### src/rtl/led_seq_pkg.sv
// Shared types, rate codes and helpers for the LED rate sequencer.
package led_seq_pkg;

  typedef enum logic [1:0] {
    IDLE,
    RUN,
    PAUSE
  } state_t;

  localparam logic [1:0] RATE_SLOW = 2'd0;
  localparam logic [1:0] RATE_MID  = 2'd1;
  localparam logic [1:0] RATE_FAST = 2'd2;

  // Terminal prescaler count for a 2^tap period; callers cast to their width.
  function automatic logic [31:0] tap_to_last(input int unsigned tap);
    return (32'd1 << tap) - 32'd1;
  endfunction

  function automatic logic [1:0] decode_rate(input logic [2:0] sel);
    case (sel)
      3'b010:  return RATE_MID;
      3'b100:  return RATE_FAST;
      default: return RATE_SLOW;
    endcase
  endfunction

endpackage

### src/rtl/bcd_digit_counter.sv
// Single decimal digit counter with synchronous clear and a one-cycle wrap pulse.
module bcd_digit_counter #(
  parameter int unsigned MAX = 9
) (
  input  logic       clk,
  input  logic       reset,
  input  logic       clear,
  input  logic       enable,
  output logic [3:0] q,
  output logic       wrap
);

  localparam logic [3:0] LAST = 4'(MAX);

  always_ff @(posedge clk or negedge reset) begin
    if (!reset) begin
      q    <= '0;
      wrap <= 1'b0;
    end else begin
      wrap <= 1'b0;
      if (clear) begin
        q <= '0;
      end else if (enable) begin
        if (q == LAST) begin
          q    <= '0;
          wrap <= 1'b1;
        end else begin
          q <= q + 4'd1;
        end
      end
    end
  end

endmodule

### src/rtl/led_rate_sequencer.sv
// Run/pause/clear sequencer: switch-selected prescaler ticks a decimal digit
// shown on the LEDs.
module led_rate_sequencer #(
  parameter int unsigned PRESC_W   = 30,
  parameter int unsigned TAP_SLOW  = 26,
  parameter int unsigned TAP_MID   = 23,
  parameter int unsigned TAP_FAST  = 20,
  parameter int unsigned MAX_DIGIT = 9
) (
  input  logic       clk,
  input  logic       reset,
  input  logic [2:0] sw,
  input  logic       btn_run,
  input  logic       btn_clr,
  output logic [3:0] led,
  output logic       tick,
  output logic       carry,
  output logic       running,
  output logic [1:0] rate
);

  import led_seq_pkg::*;

  localparam logic [PRESC_W-1:0] LAST_SLOW = PRESC_W'(tap_to_last(TAP_SLOW));
  localparam logic [PRESC_W-1:0] LAST_MID  = PRESC_W'(tap_to_last(TAP_MID));
  localparam logic [PRESC_W-1:0] LAST_FAST = PRESC_W'(tap_to_last(TAP_FAST));

  state_t             state, state_nx;
  logic               run_q, clr_q;
  logic               run_edge, clr_edge;
  logic [PRESC_W-1:0] presc, presc_nx, last;
  logic [1:0]         sw_rate, rate_nx;
  logic               fire, digit_clr;

  assign run_edge = btn_run & ~run_q;
  assign clr_edge = btn_clr & ~clr_q;
  assign sw_rate  = decode_rate(sw);
  assign running  = (state == RUN);

  always_comb begin
    case (rate)
      RATE_MID:  last = LAST_MID;
      RATE_FAST: last = LAST_FAST;
      default:   last = LAST_SLOW;
    endcase
  end

  // A pause in the terminal cycle still completes the count; only clear suppresses it.
  assign fire      = (state == RUN) && (presc == last) && !clr_edge;
  assign digit_clr = clr_edge || (state == IDLE);

  always_comb begin
    state_nx = state;
    presc_nx = presc;
    rate_nx  = rate;
    case (state)
      IDLE: begin
        presc_nx = '0;
        rate_nx  = sw_rate;
        if (run_edge) state_nx = RUN;
      end
      RUN: begin
        presc_nx = fire ? '0 : presc + PRESC_W'(1);
        if (fire) rate_nx = sw_rate;
        if (run_edge) state_nx = PAUSE;
      end
      PAUSE: begin
        rate_nx = sw_rate;
        if (run_edge) state_nx = RUN;
      end
      default: state_nx = IDLE;
    endcase
    if (clr_edge) begin
      state_nx = IDLE;
      presc_nx = '0;
    end
  end

  always_ff @(posedge clk or negedge reset) begin
    if (!reset) begin
      state <= IDLE;
      presc <= '0;
      rate  <= RATE_SLOW;
      tick  <= 1'b0;
      run_q <= 1'b0;
      clr_q <= 1'b0;
    end else begin
      state <= state_nx;
      presc <= presc_nx;
      rate  <= rate_nx;
      tick  <= fire;
      run_q <= btn_run;
      clr_q <= btn_clr;
    end
  end

  bcd_digit_counter #(
    .MAX(MAX_DIGIT)
  ) u_digit (
    .clk   (clk),
    .reset (reset),
    .clear (digit_clr),
    .enable(fire),
    .q     (led),
    .wrap  (carry)
  );

endmodule

### config.mk
export PLATFORM = sky130hd
export DESIGN_NAME = led_rate_sequencer
export DESIGN_NICKNAME = d
export VERILOG_FILES = /design/src/rtl/led_seq_pkg.sv /design/src/rtl/bcd_digit_counter.sv /design/src/rtl/led_rate_sequencer.sv
export SDC_FILE = /design/constraint.sdc
export NUM_CORES = 1
export LEC_CHECK = 0
export ABC_AREA = 1
export CAP_MARGIN = 20
export CORE_ASPECT_RATIO = 0.8
export CORE_MARGIN = 10
export CORE_UTILIZATION = 35
export DETAILED_ROUTE_END_ITERATION = 10
export GPL_TIMING_DRIVEN = 0
export HOLD_SLACK_MARGIN = 0.12
export MAX_ROUTING_LAYER = met4
export PLACE_DENSITY = 0.61
export SYNTH_ARGS = -nofsm -noshare
export SYNTH_HDL_FRONTEND = slang
export SYNTH_SLANG_ARGS = --single-unit
export TNS_END_PERCENT = 30
### constraint.sdc
create_clock -name clk -period 2.45 [get_ports clk]
set_input_delay 0.245 -clock clk [delete_from_list [all_inputs] [get_ports clk]]
set_output_delay 0.245 -clock clk [all_outputs]
set_load 0.01 [all_outputs]
[Word level (Yosys, flattened, before mapping)]
Index checks and enable logic that the tools add are counted.
Word-level totals
  register bits: 42
  input port bits: 7
  output and inout bits: 9
  logic and storage cells: 53
Cells by class
  add/sub/neg operators: 2
  eq/ne operators: 11
  multiplexer cells: 17
  bitwise operators: 4
  reductions and logical operators: 11
Operator list (number)
  $mux W30: 2
  $pmux W30 S2: 1
  $pmux W26 S2: 1
  $add A30 B1 Y30 const B: 1
  $eq A30 B30 Y1: 1
  $mux W4: 3
  $pmux W2 S2: 3
  $mux W2: 4
  $ne A3 B1 Y1 const B: 2
  $add A4 B1 Y4 const B: 1
  $eq A2 B1 Y1 const B: 2
  $eq A2 B2 Y1 const B: 2
  $eq A4 B4 Y1 const B: 1
  $reduce_and A2 Y1: 2
  $reduce_bool A2 Y1: 2
  $eq A3 B2 Y1 const B: 1
  $eq A3 B3 Y1 const B: 1
  $mux W1: 3
  $reduce_bool A3 Y1: 1
  $and A1 B1 Y1: 2
  $logic_and A1 B1 Y1: 2
  $logic_not A2 Y1: 1
  $ne A2 B1 Y1 const B: 1
  $not A1 Y1: 2
  other kinds (3): 3

[Longest topological paths before layout]
  word-level depth: 8
  mapped depth: 10
  mapped depth without buffers: 10

[Modules after synthesis]
From an unflattened synthesis, not the netlist that was laid out.
Unflattened totals
  cell total of the unflattened synthesis: 366
  area, all modules: 2578.7 um^2
By module, submodules not included
  led_rate_sequencer: times used 1, cells each 326, area an instance 2292.2 um^2, seq. area each 925.9 um^2
  bcd_digit_counter: times used 1, cells each 40, area an instance 286.5 um^2, seq. area each 125.1 um^2

[Worst setup path after synthesis]
OpenSTA, ideal clock, no wires.
  path type: flip-flop to flip-flop
  start: register rate[0]
  end: register presc[10]
  library setup time: 0.128 ns
  arrival time: 1.561 ns
  data required time: 2.322 ns
  slack: 0.761 ns
  cell stages (with the launch flop): 11
  path buffers: 1
  period minus slack after synthesis: 1.689 ns
  path through: dfrtp_1 inv_1 ha_1 nand3b_1 nand2_1 nand2_1 nor2_1 nand3_4 nand2_4 buf_6 nor3_1
On the way
  word-level cells in the longest chain between the ends: 8
  elaborated cells on any way between the ends: 9
  classes of those cells: eq/ne: 3; mux: 4; reduce/logical: 2
RTL lines
  start, declared: RTL line led_rate_sequencer.sv:19  | output logic [1:0] rate
  start signal, assigned: RTL line led_rate_sequencer.sv:90  | rate <= rate_nx;
  $eq A2 B2 Y1 or $eq A2 B1 Y1 (tied branches): RTL line led_rate_sequencer.sv:41  | case (rate)
  $pmux W26 S2 *: RTL line led_rate_sequencer.sv:41
  $eq A30 B30 Y1 *: RTL line led_rate_sequencer.sv:49  | assign fire = (state == RUN) && (presc == last) && !clr_edge;
  $logic_and A1 B1 Y1 * (2 in series): RTL line led_rate_sequencer.sv:49
  $mux W30 *: RTL line led_rate_sequencer.sv:63  | presc_nx = fire ? '0 : presc + PRESC_W'(1);
  $pmux W30 S2 *: RTL line led_rate_sequencer.sv:56  | case (state)
  $mux W30 *: RTL line led_rate_sequencer.sv:73  | if (clr_edge) begin
  end signal, assigned: RTL line led_rate_sequencer.sv:89  | presc <= presc_nx;
  end, declared: RTL line led_rate_sequencer.sv:31  | logic [PRESC_W-1:0] presc, presc_nx, last;
Every way passes the cells marked *; elsewhere a longest branch is shown, timed or not.
A chain may end at the register's enable or synchronous reset.

[Worst setup path after layout]
  start: register rate[0]
  end: register presc[5]
Same word-level chain as after synthesis.

==> flow_metrics.py <==
metrics = {
    "clock_tree": {
        "cts_resized": 0,
        "clk_path_buf_depth": 2,
        "tritoncts": "built",
        "htreeDepth": 2,
        "clk_latency_ps": 300,
        "cts.sink_count": 42,
        "cts_setup_buffers": 0,
        "path_clk_slew_ps": 90,
        "root_buffer": "clkbuf_8",
        "cts_buffers": 5,
    },
    "synth": {
        "synth_edf_count": 0,
        "yosys_most_used_dff": "dfrtp_1",
        "yosysTopAreaCell": "dfrtp_1",
        "synthDistinctLibCells": 29,
        "netlist_instances": 336,
        "synth.most_common_cell": "nand2_1",
        "ys_warn_count": 0,
        "syn_nets": 347,
        "syn_avg_cell_area_um2": 7.46,
        "yosysSeqAreaShare_pct": 41.9,
        "syn-cell-area_um2": 2510,
        "synthTopCellsByArea": "dfrtp_1 42%, nand2_1 13%, nor2_1 8.4%",
        "async_flop_share_pct": 100,
        "ys_seq_elements": 42,
        "synth_top_area_share_pct": 41.9,
        "synth_commonest_cells": "87 x nand2_1, 56 x nor2_1, 42 x dfrtp_1",
    },
    "placed_design": {
        "place_hpwl_mm": 4.64,
        "placed_area_um2": 2780,
        "io_buffer_count": 15,
        "routabilityCongestion": 0.902,
        "dp_cells": 439,
        "dp_slack_ps": 454,
    },
    "critical_path": {
        "cp.arrival_ps": 2160,
        "critPathRequiredTime_ps": 2630,
        "slowest_delay_ps": 410,
        "crit_type": "reg -> reg",
        "path_cells": "inv_1, ha_1, nand3b_1, nand2_1, nand2_1, nor2_1, nand3_4, nand2_4, buf_6, nor2_1",
        "slowest_stage": "dfrtp_1",
        "cp-end-kind": "register",
        "cp-start-kind": "register",
        "cp_max_fo": 10,
    },
    "die": {
        "die_w_um": 115,
        "start_util_pct": 36.2,
        "die_h_um": 95.7,
        "ios": 16,
        "die-area_um2": 11000,
        "core.rowCount": 27,
        "core_um2": 6930,
    },
    "final_layout": {
        "fillCellCount": 694,
        "final_net_count": 371,
        "post-route-cell-area_um2": 2880,
        "final_cells": 448,
        "synthToLayoutAreaGrowth_pct": 15.0,
        "antenna_cells": 0,
        "drive_gt1_share_pct": 9.70,
    },
    "drt": {
        "wl_mm": 5.98,
        "vias_per_cell": 4.88,
        "wire_per_inst_um": 13.4,
        "firstDrtPassIters": 5,
        "vias": 2185,
        "drc_errors": 0,
        "drtAntennaViolNets": 0,
        "drt-initial-drc-count": 160,
    },
    "timing": {
        "fmax_mhz": 506,
        "worst_slack_ps": 473,
        "setup_viol_count_final": 0,
        "finalCritPeriodShare_pct": 80.7,
        "slew_headroom_pct": 77.8,
        "finalCriticalPeriod_ps": 1980,
        "hold_viol_final": 0,
        "fin_worst_skew_ps": 13.4,
        "finalMaxSlewViolations": 0,
        "rsz0062_at_grt": "false",
        "worst_pin_slew_ps": 333,
    },
    "worst_hold_path": {
        "hp-class": "in -> async",
    },
    "pwr": {
        "net-switching-power_w": 0.000375,
        "switching_share_pct": 27.1,
        "internal_power_w": 0.00101,
        "p_per_area_nw_per_um2": 480,
        "seqPwrFrac_pct": 52.9,
        "vdd_drop_max_mv": 0.278,
        "p_clk_share_pct": 33.9,
        "combPwrFrac_pct": 13.2,
        "leakage_nw": 1.21,
    },
    "global_routing": {
        "grt_use_total_pct": 11.9,
        "grt_overflow": 0,
        "grt_max_degree": 31,
        "antenna_found_initial": 0,
        "grt_pass1_wl_mm": 10.4,
        "grt_pass1_vias": 2136,
    },
    "outcome": {
        "status": "complete, no violations",
    },
    "flow_run": {
        "drv_cap": 0,
    },
}
path summary, 6_finish.rpt:
check / from / to / slack [ps] / cells after the start
worst max register to register: rate[0]$_DFFE_PN0P_ / presc[5]$_DFFE_PN0P_ / 470 / 10
worst max-delay path: rate[0]$_DFFE_PN0P_ / presc[5]$_DFFE_PN0P_ / 470 / 10
worst min register to register: presc[1]$_DFFE_PN0P_ / presc[1]$_DFFE_PN0P_ / 520 / 2
max in group asynchronous: reset / presc[28]$_DFFE_PN0P_ / 1600 / 3
worst min-delay path: reset / presc[21]$_DFFE_PN0P_ / 370 / 2
min in group clk: btn_run / run_q$_DFF_PN0_ / 420 / 1
registers in the layout (all words and copies together) (netlist names):
register	cells
clr_q	1
rate	2
run_q	1
u_digit.wrap	1
tick	1
state	2
presc	30
u_digit.q	4
power by group through the flow:
| stage | clock network, W | registers, W | logic, W |
|---|---|---|---|
| 4_1_cts | 0.000484 | 0.000732 | 0.000186 |
| 3_3_place_gp | 0 | 0.000746 | 0.000178 |
| 5_1_grt | 0.000510 | 0.000737 | 0.000206 |
| 3_5_place_dp | 0 | 0.000747 | 0.000184 |
| 6_report | 0.000469 | 0.000733 | 0.000182 |
| 2_1_floorplan | 0 | 0.000743 | 0.000108 |
metrics by stage:
stage | TNS (ps) | total power, W | hold WS (ps) | utilization [%]
6_report | 0 | 0.00138 | 372 | 41.6
4_1_cts | 0 | 0.00140 | 392 | 41.6
2_1_floorplan | 0 | 0.000851 | -50.6 | -
3_3_place_gp | -2480 | 0.000925 | 497 | 39.9
5_1_grt | 0 | 0.00145 | 419 | 41.6
3_5_place_dp | 0 | 0.000930 | 162 | 40.2
final cells by class:
type | count | area [um2] | share of cell area [%]
plain buffers | 4 | 38.8 | 1.35
clock buffers | 7 | 86.3 | 2.99
clock inverters | 1 | 5.00 | 0.174
inverters | 36 | 135 | 4.69
multi-input cells | 254 | 1280 | 44.5
flip-flops and latches | 42 | 1050 | 36.5
well taps | 87 | 109 | 3.78
repair buffers | 17 | 175 | 6.08
placed cells by master (no fill, tap or decap), drive strengths merged:
cell and count:
clkdlybuf4s50 14, inv 36, nor3 11, o21bai 2
o21ai 5, a211oi 1, a21oi 4, buf 6
nor3b 4, o31ai 1, dlygate4sd3 1, clkbuf 7
clkinv 1, nor2 69, xnor2 5, nand2 90
nor4 1, xor2 9, dfrtp 42, nand4 8
nand3b 5, a31oi 1, nand3 34, ha 4
metal layers:
metal  global-route usage (%)  share of wire [%]  vias to the layer above
li1                         -                  -                     1121
met1                     16.3                 51                     1016
met2                     17.2                 43                       39
met3                     2.49                4.4                        9
met4                     3.75                1.6                        0
met5                        -                  0                        -
critical path: cells and delay by family, from the launching register on:
kind / cells / cell delay (ps)
and+or+nand+nor: 7 / 890
adders and majority gates: 1 / 340
buffers and inverters: 2 / 230
DFF: 1 / 410
cells by family after synthesis:
group           count (synthesis)  share of synthesized area (%)
compound gates                 14                           3.24
flops                          42                           41.9
buf+inv                        40                           6.94
fa+ha+maj                       4                           2.00
simple gates                  222                           41.0
xor+xnor                       14                           4.89
repair_timing:
| item | CTS | global route |
|---|---|---|
| hold buffers | 1 | 0 |
| setup endpoints to repair | 0 | 0 |
| hold endpoints to repair | 12 | 0 |
Note: power is estimated with default switching activity, not from simulation.
==> variant 1 (config.mk and constraints unchanged) <==
Put a register stage on the output `led`. The value now appears one clock later. The other outputs are not delayed to match.
--- a/src/rtl/led_rate_sequencer.sv
+++ b/src/rtl/led_rate_sequencer.sv
@@ -25,4 +25,6 @@
   localparam logic [PRESC_W-1:0] LAST_MID  = PRESC_W'(tap_to_last(TAP_MID));
   localparam logic [PRESC_W-1:0] LAST_FAST = PRESC_W'(tap_to_last(TAP_FAST));
+
+  logic [3:0] led_d;
 
   state_t             state, state_nx;
@@ -102,8 +104,12 @@
     .clear (digit_clr),
     .enable(fire),
-    .q     (led),
+    .q     (led_d),
     .wrap  (carry)
   );
 
+  always_ff @(posedge clk) begin
+    led <= led_d;
+  end
+
 endmodule
 
Function: same outputs for any inputs over 10 cycles, from zero or initial values and one cycle with reset low; that may be too few to reach the edited logic, so the function may still have changed.
==> variant 1 against the unedited design <==
- sequential cell count increased by 4
- final area up 2.9%
- non-clock buffer count grew 1
- setup slack improved by 0.13 ns
- total power increased by 2.7%
- critical endpoint is now presc[12]$_DFFE_PN0P_
- critical path depth up 1
- die area rose by 2.9%
- synthesized area increased by 3.5%
- wire length up 0.77%
==> variant 1: results <==
group,metric,value,unit
power,switching_power,0.0003899,W
clocking,cts_buffers,5,
routing,dr.pass1.iters,4,
logic_synthesis,synthTopCellsByArea,"dfrtp_1, nand2_1, nor2_1",
logic_synthesis,synth-seq-area-share,43.57,%
placed_design,place.gp.congestion,0.8869,
clocking,insertion_delay,0.31,ns
logic_synthesis,syn_avg_cell_area,7.376,um2
placed_design,placed_area,0.002870,mm2
global_route,grt_pass1_vias,2165,
layout,multi_input_area,0.001287,mm2
logic_synthesis,async_flop_share,91.30,%
sta,fin_skew,0.008152,ns
global_route,grt_pass1_wl,10590,um
layout,drive_gt1_share,6.897,%
logic_synthesis,synth-xor-area-share,5.735,%
critical_path,timing.rr.start,"rate[0]$_DFFE_PN0P_",
logic_synthesis,yosys.area_share.adder,1.928,%
global_route,grt_max_degree,27,
logic_synthesis,synth_nets,363,
global_route,grt_usage,11.90,%
critical_path,arrival,2.04,ns
logic_synthesis,synth.distinct_cells,30,
critical_path,critPathLaunch,"rate[0]$_DFFE_PN0P_",
routing,vias_per_cell,4.720,
layout,fillers,725,
placed_design,place_hpwl,4557,um
floorplanning,die_width,116.3,um
routing,drtIter0Drc,110,
clocking,clk_pin_slew,0.09,ns
placed_design,portBuffers,15,
layout,largestRegisters,"presc x30, led x4, u_digit.q x4",
layout,nets,387,
power,vdd_drop_max,312.8,uV
routing,wl_per_cell,12.99,um
power,powerDensity,479.3,mW/mm2
logic_synthesis,ys_top_cells_by_count,"nand2_1, nor2_1, dfrtp_1",
layout,final_cells,464,
hold_path,worst_hold_path_type,"in -> async",
run_status,outcome,"completed",
sta,tightest_slew,0.4893,ns
placed_design,dpl_worst_slack,0.4848,ns
logic_synthesis,synth_compound_area_share,2.988,%
power,power_leakage,1.291,nW
-- variant 1: cell types whose count changed after synthesis, sizes merged, moves of 4 or more --
cell	change
dfxtp	+4
nor3	-9
nand4	+4
xor2	+4
nand3b	-4
nand2	+23
-- variant 1: what timing repair did --
action	in CTS	in global routing
hold buffers	1	0
hold endpoints to repair	16	0
setup endpoints to repair	0	0
-- variant 1: worst max-delay path: cells and delay by family (launching register included) --
kind                       cells  cell delay [ns]
buffers and inverters          3             0.29
adders and majority gates      1             0.34
and+or+nand+nor                7             0.70
DFF                            1             0.40
-- variant 1: power by group through the flow --
stage	Sequential, W	Combinational [W]	Clock (W)
6_report	0.000783	0.000167	0.000471
4_1_cts	0.000783	0.000171	0.000495
2_1_floorplan	0.000797	0.0000975	0
3_3_place_gp	0.000798	0.000166	0
5_1_grt	0.000785	0.000188	0.000527
3_5_place_dp	0.000798	0.000168	0
-- variant 1: kinds of logic after synthesis --
| logic type | count (synthesis) |
|---|---|
| buffers and inverters | 41 |
| AND/OR/NAND/NOR | 231 |
| adder cells (fa/ha/maj) | 4 |
| flip-flops | 46 |
| AO/OA/AOI/OAI | 13 |
| XOR/XNOR | 17 |
-- variant 1: per-layer routing --
| layer | part of all wire [%] | routed length (um) | track usage, % |
|---|---|---|---|
| met5 | 0 | 0 | - |
| met4 | 1.0 | 60 | 3.241 |
| met3 | 3.3 | 200 | 2.957 |
| met2 | 40 | 2405 | 16.14 |
| met1 | 56 | 3360 | 16.97 |
-- variant 1: final timing paths --
path	to	cells after the start	slack [ns]
worst max-delay path	presc[12]$_DFFE_PN0P_	11	0.60
worst min-delay path	presc[13]$_DFFE_PN0P_	2	0.40
worst max register to register	presc[12]$_DFFE_PN0P_	11	0.60
worst min register to register	led[1]$_DFF_P_	0	0.46
max in group asynchronous	presc[6]$_DFFE_PN0P_	3	1.57
min in group clk	run_q$_DFF_PN0_	1	0.40
-- variant 1: per-stage QoR --
step                       power, W  hold WS, ns
after floorplan           0.0008942     -0.05059
after global placement    0.0009636       0.4341
after detailed placement  0.0009665       0.2022
after CTS                  0.001449       0.3947
after global routing       0.001500       0.4068
final                      0.001422       0.4020
-- variant 1: cell type report --
type / instances / area share [%]
plain buffers: 5 / 1.434
clock buffers: 6 / 2.446
clock inverters: 2 / 0.4639
inverters: 36 / 4.555
multi-input cells: 265 / 43.40
flip-flops and latches: 46 / 38.13
well taps: 87 / 3.669
repair buffers: 17 / 5.905
==> variant 2 (same flow settings) <==
Without the edit above. Set the parameter `PRESC_W` to 15 (it was 30).
--- a/src/rtl/led_rate_sequencer.sv
+++ b/src/rtl/led_rate_sequencer.sv
@@ -2,5 +2,5 @@
 // shown on the LEDs.
 module led_rate_sequencer #(
-  parameter int unsigned PRESC_W   = 30,
+  parameter int unsigned PRESC_W   = 15,
   parameter int unsigned TAP_SLOW  = 26,
   parameter int unsigned TAP_MID   = 23,
Function: same outputs for any inputs over 10 cycles, from zero or initial values and one cycle with reset low; that may be too few to reach the edited logic, so the function may still have changed.
==> variant 2 against the unedited design <==
- wire length decreased by 51%
- sequential cell count decreased by 15
- via count decreased by 47%
- combinational power decreased by 5%
- sequential share of layout area increased by 1.4 points
- clock skew decreased by 0.0098 ns
- clock power decreased by 46%
- synthesized area decreased by 40%
- largest power group unchanged
- total power decreased by 34%
- highest routed layer unchanged
- register-to-register slack improved by 0.53 ns
- final area decreased by 38%
- first-iteration DRC count decreased by 81%
- setup slack improved by 0.22 ns
==> variant 2: results <==
group,metric,value,unit
critical_path,arrival,1.51,ns
critical_path,timing.rr.start,"presc[0]$_DFFE_PN0P_",
placed_design,place_hpwl,2365,um
routing,dr.pass1.iters,4,
critical_path,cp_top_family,"buffers and inverters",
layout,fillers,438,
routing,vias_per_cell,4.461,
run_status,outcome,"completed",
routing,wirelength,2910,um
logic_synthesis,syn_avg_cell_area,8.247,um2
sta,fin_skew,0.003623,ns
critical_path,r2r-end,"u_digit.q[1]$_DFFE_PN0P_",
global_route,grt_usage,9.363,%
layout,drive_gt1_share,16.42,%
clocking,cts_buffers,3,
power,vdd_drop_max,233.4,uV
placed_design,dpl_worst_slack,0.8327,ns
logic_synthesis,synth-seq-area-share,45.26,%
critical_path,crit_path_top_delay_cell,"clkdlybuf4s50_1",
critical_path,rrSetupSlack,1.00,ns
placed_design,place.gp.congestion,0.8264,
critical_path,crit_fanout,3,
logic_synthesis,synthTopCellsByArea,"dfrtp_1, nand2_1, nor2_1",
clocking,holdBufCountCts,0,
global_route,grt_pass1_wl,5423,um
routing,wl_per_cell,11.28,um
logic_synthesis,ys_top_cells_by_count,"nand2_1, dfrtp_1, nor2_1",
sta,maxSlewHeadroom,62.66,%
routing,drtIter0Drc,31,
global_route,grt_max_degree,19,
logic_synthesis,synth_nets,191,
layout,largestRegisters,"presc x15, u_digit.q x4",
layout,nets,212,
power,power_leakage,0.8178,nW
hold_path,worst_hold_path_type,"in -> async",
critical_path,reg2reg_depth,8,
placed_design,dp.cells,254,
logic_synthesis,synth.distinct_cells,25,
global_route,grt_pass1_vias,1130,
clocking,cts_max_level,1,
critical_path,slowest_delay,0.55,ns
==> variant 2: cell types whose count changed after synthesis, sizes merged, moves of 5 or more <==
| cell | change |
|---|---|
| nand2 | -38 |
| nor2 | -37 |
| nand3 | -18 |
| dfrtp | -15 |
| inv | -15 |
| nor3 | -6 |
| xor2 | -5 |
==> variant 2: worst max-delay path by stage <==
stage,slack (ns),startpoint,cells past startpoint,to
2_1_floorplan,1.16,presc[0]$_DFFE_PN0P_,8,u_digit.q[1]$_DFFE_PN0P_
3_3_place_gp,0.69,reset,1,presc[0]$_DFFE_PN0P_
3_5_place_dp,0.83,btn_clr,9,presc[11]$_DFFE_PN0P_
4_1_cts,0.67,state[1]$_DFFE_PN0P_,4,running
5_1_grt,0.56,state[1]$_DFFE_PN0P_,4,running
6_report,0.69,state[1]$_DFFE_PN0P_,4,running
==> variant 2: power by group <==
part | internal, W | switching [W] | total (W)
Combinational | 0.0000707 | 0.000102 | 0.000173
Sequential | 0.000467 | 0.0000254 | 0.000493
Clock | 0.000117 | 0.000137 | 0.000254
==> variant 2: area by class of cell <==
class	instances	share of cell area, %
clock buffers	4	2.521
inverters	22	4.692
multi-input cells	132	41.04
flip-flops and latches	27	37.82
well taps	57	3.992
repair buffers	16	9.944
==> variant 2: kinds of logic (layout without fill, tap and decap cells) <==
group	after synthesis	after routing	share of synthesized area, %
simple gates	113	113	39.14
flops	27	27	45.26
buf+inv	22	42	5.616
compound gates	9	9	3.353
xor+xnor	7	7	4.107
fa+ha+maj	3	3	2.515
==> variant 2: metrics by stage <==
stage                     area, um2  total power [W]  hold WS [ns]  utilization, %
after floorplan                1493        0.0005982      -0.05059               -
after global placement         1714        0.0006727        0.4893           41.29
after detailed placement       1742        0.0006770        0.4982           41.95
after CTS                      1787        0.0009371        0.3414           43.04
after global routing           1787        0.0009819        0.3594           43.04
final                          1787        0.0009192        0.3225           43.04
==> variant 2: layer usage <==
| layer | part of all wire [%] | vias to the layer above | global-route usage (%) |
|---|---|---|---|
| met3 | 4.7 | 3 | 2.852 |
| met4 | 0.82 | 0 | 1.846 |
| met5 | 0 | - | - |
| li1 | - | 613 | - |
| met2 | 41 | 14 | 13.43 |
| met1 | 53 | 521 | 12.69 |
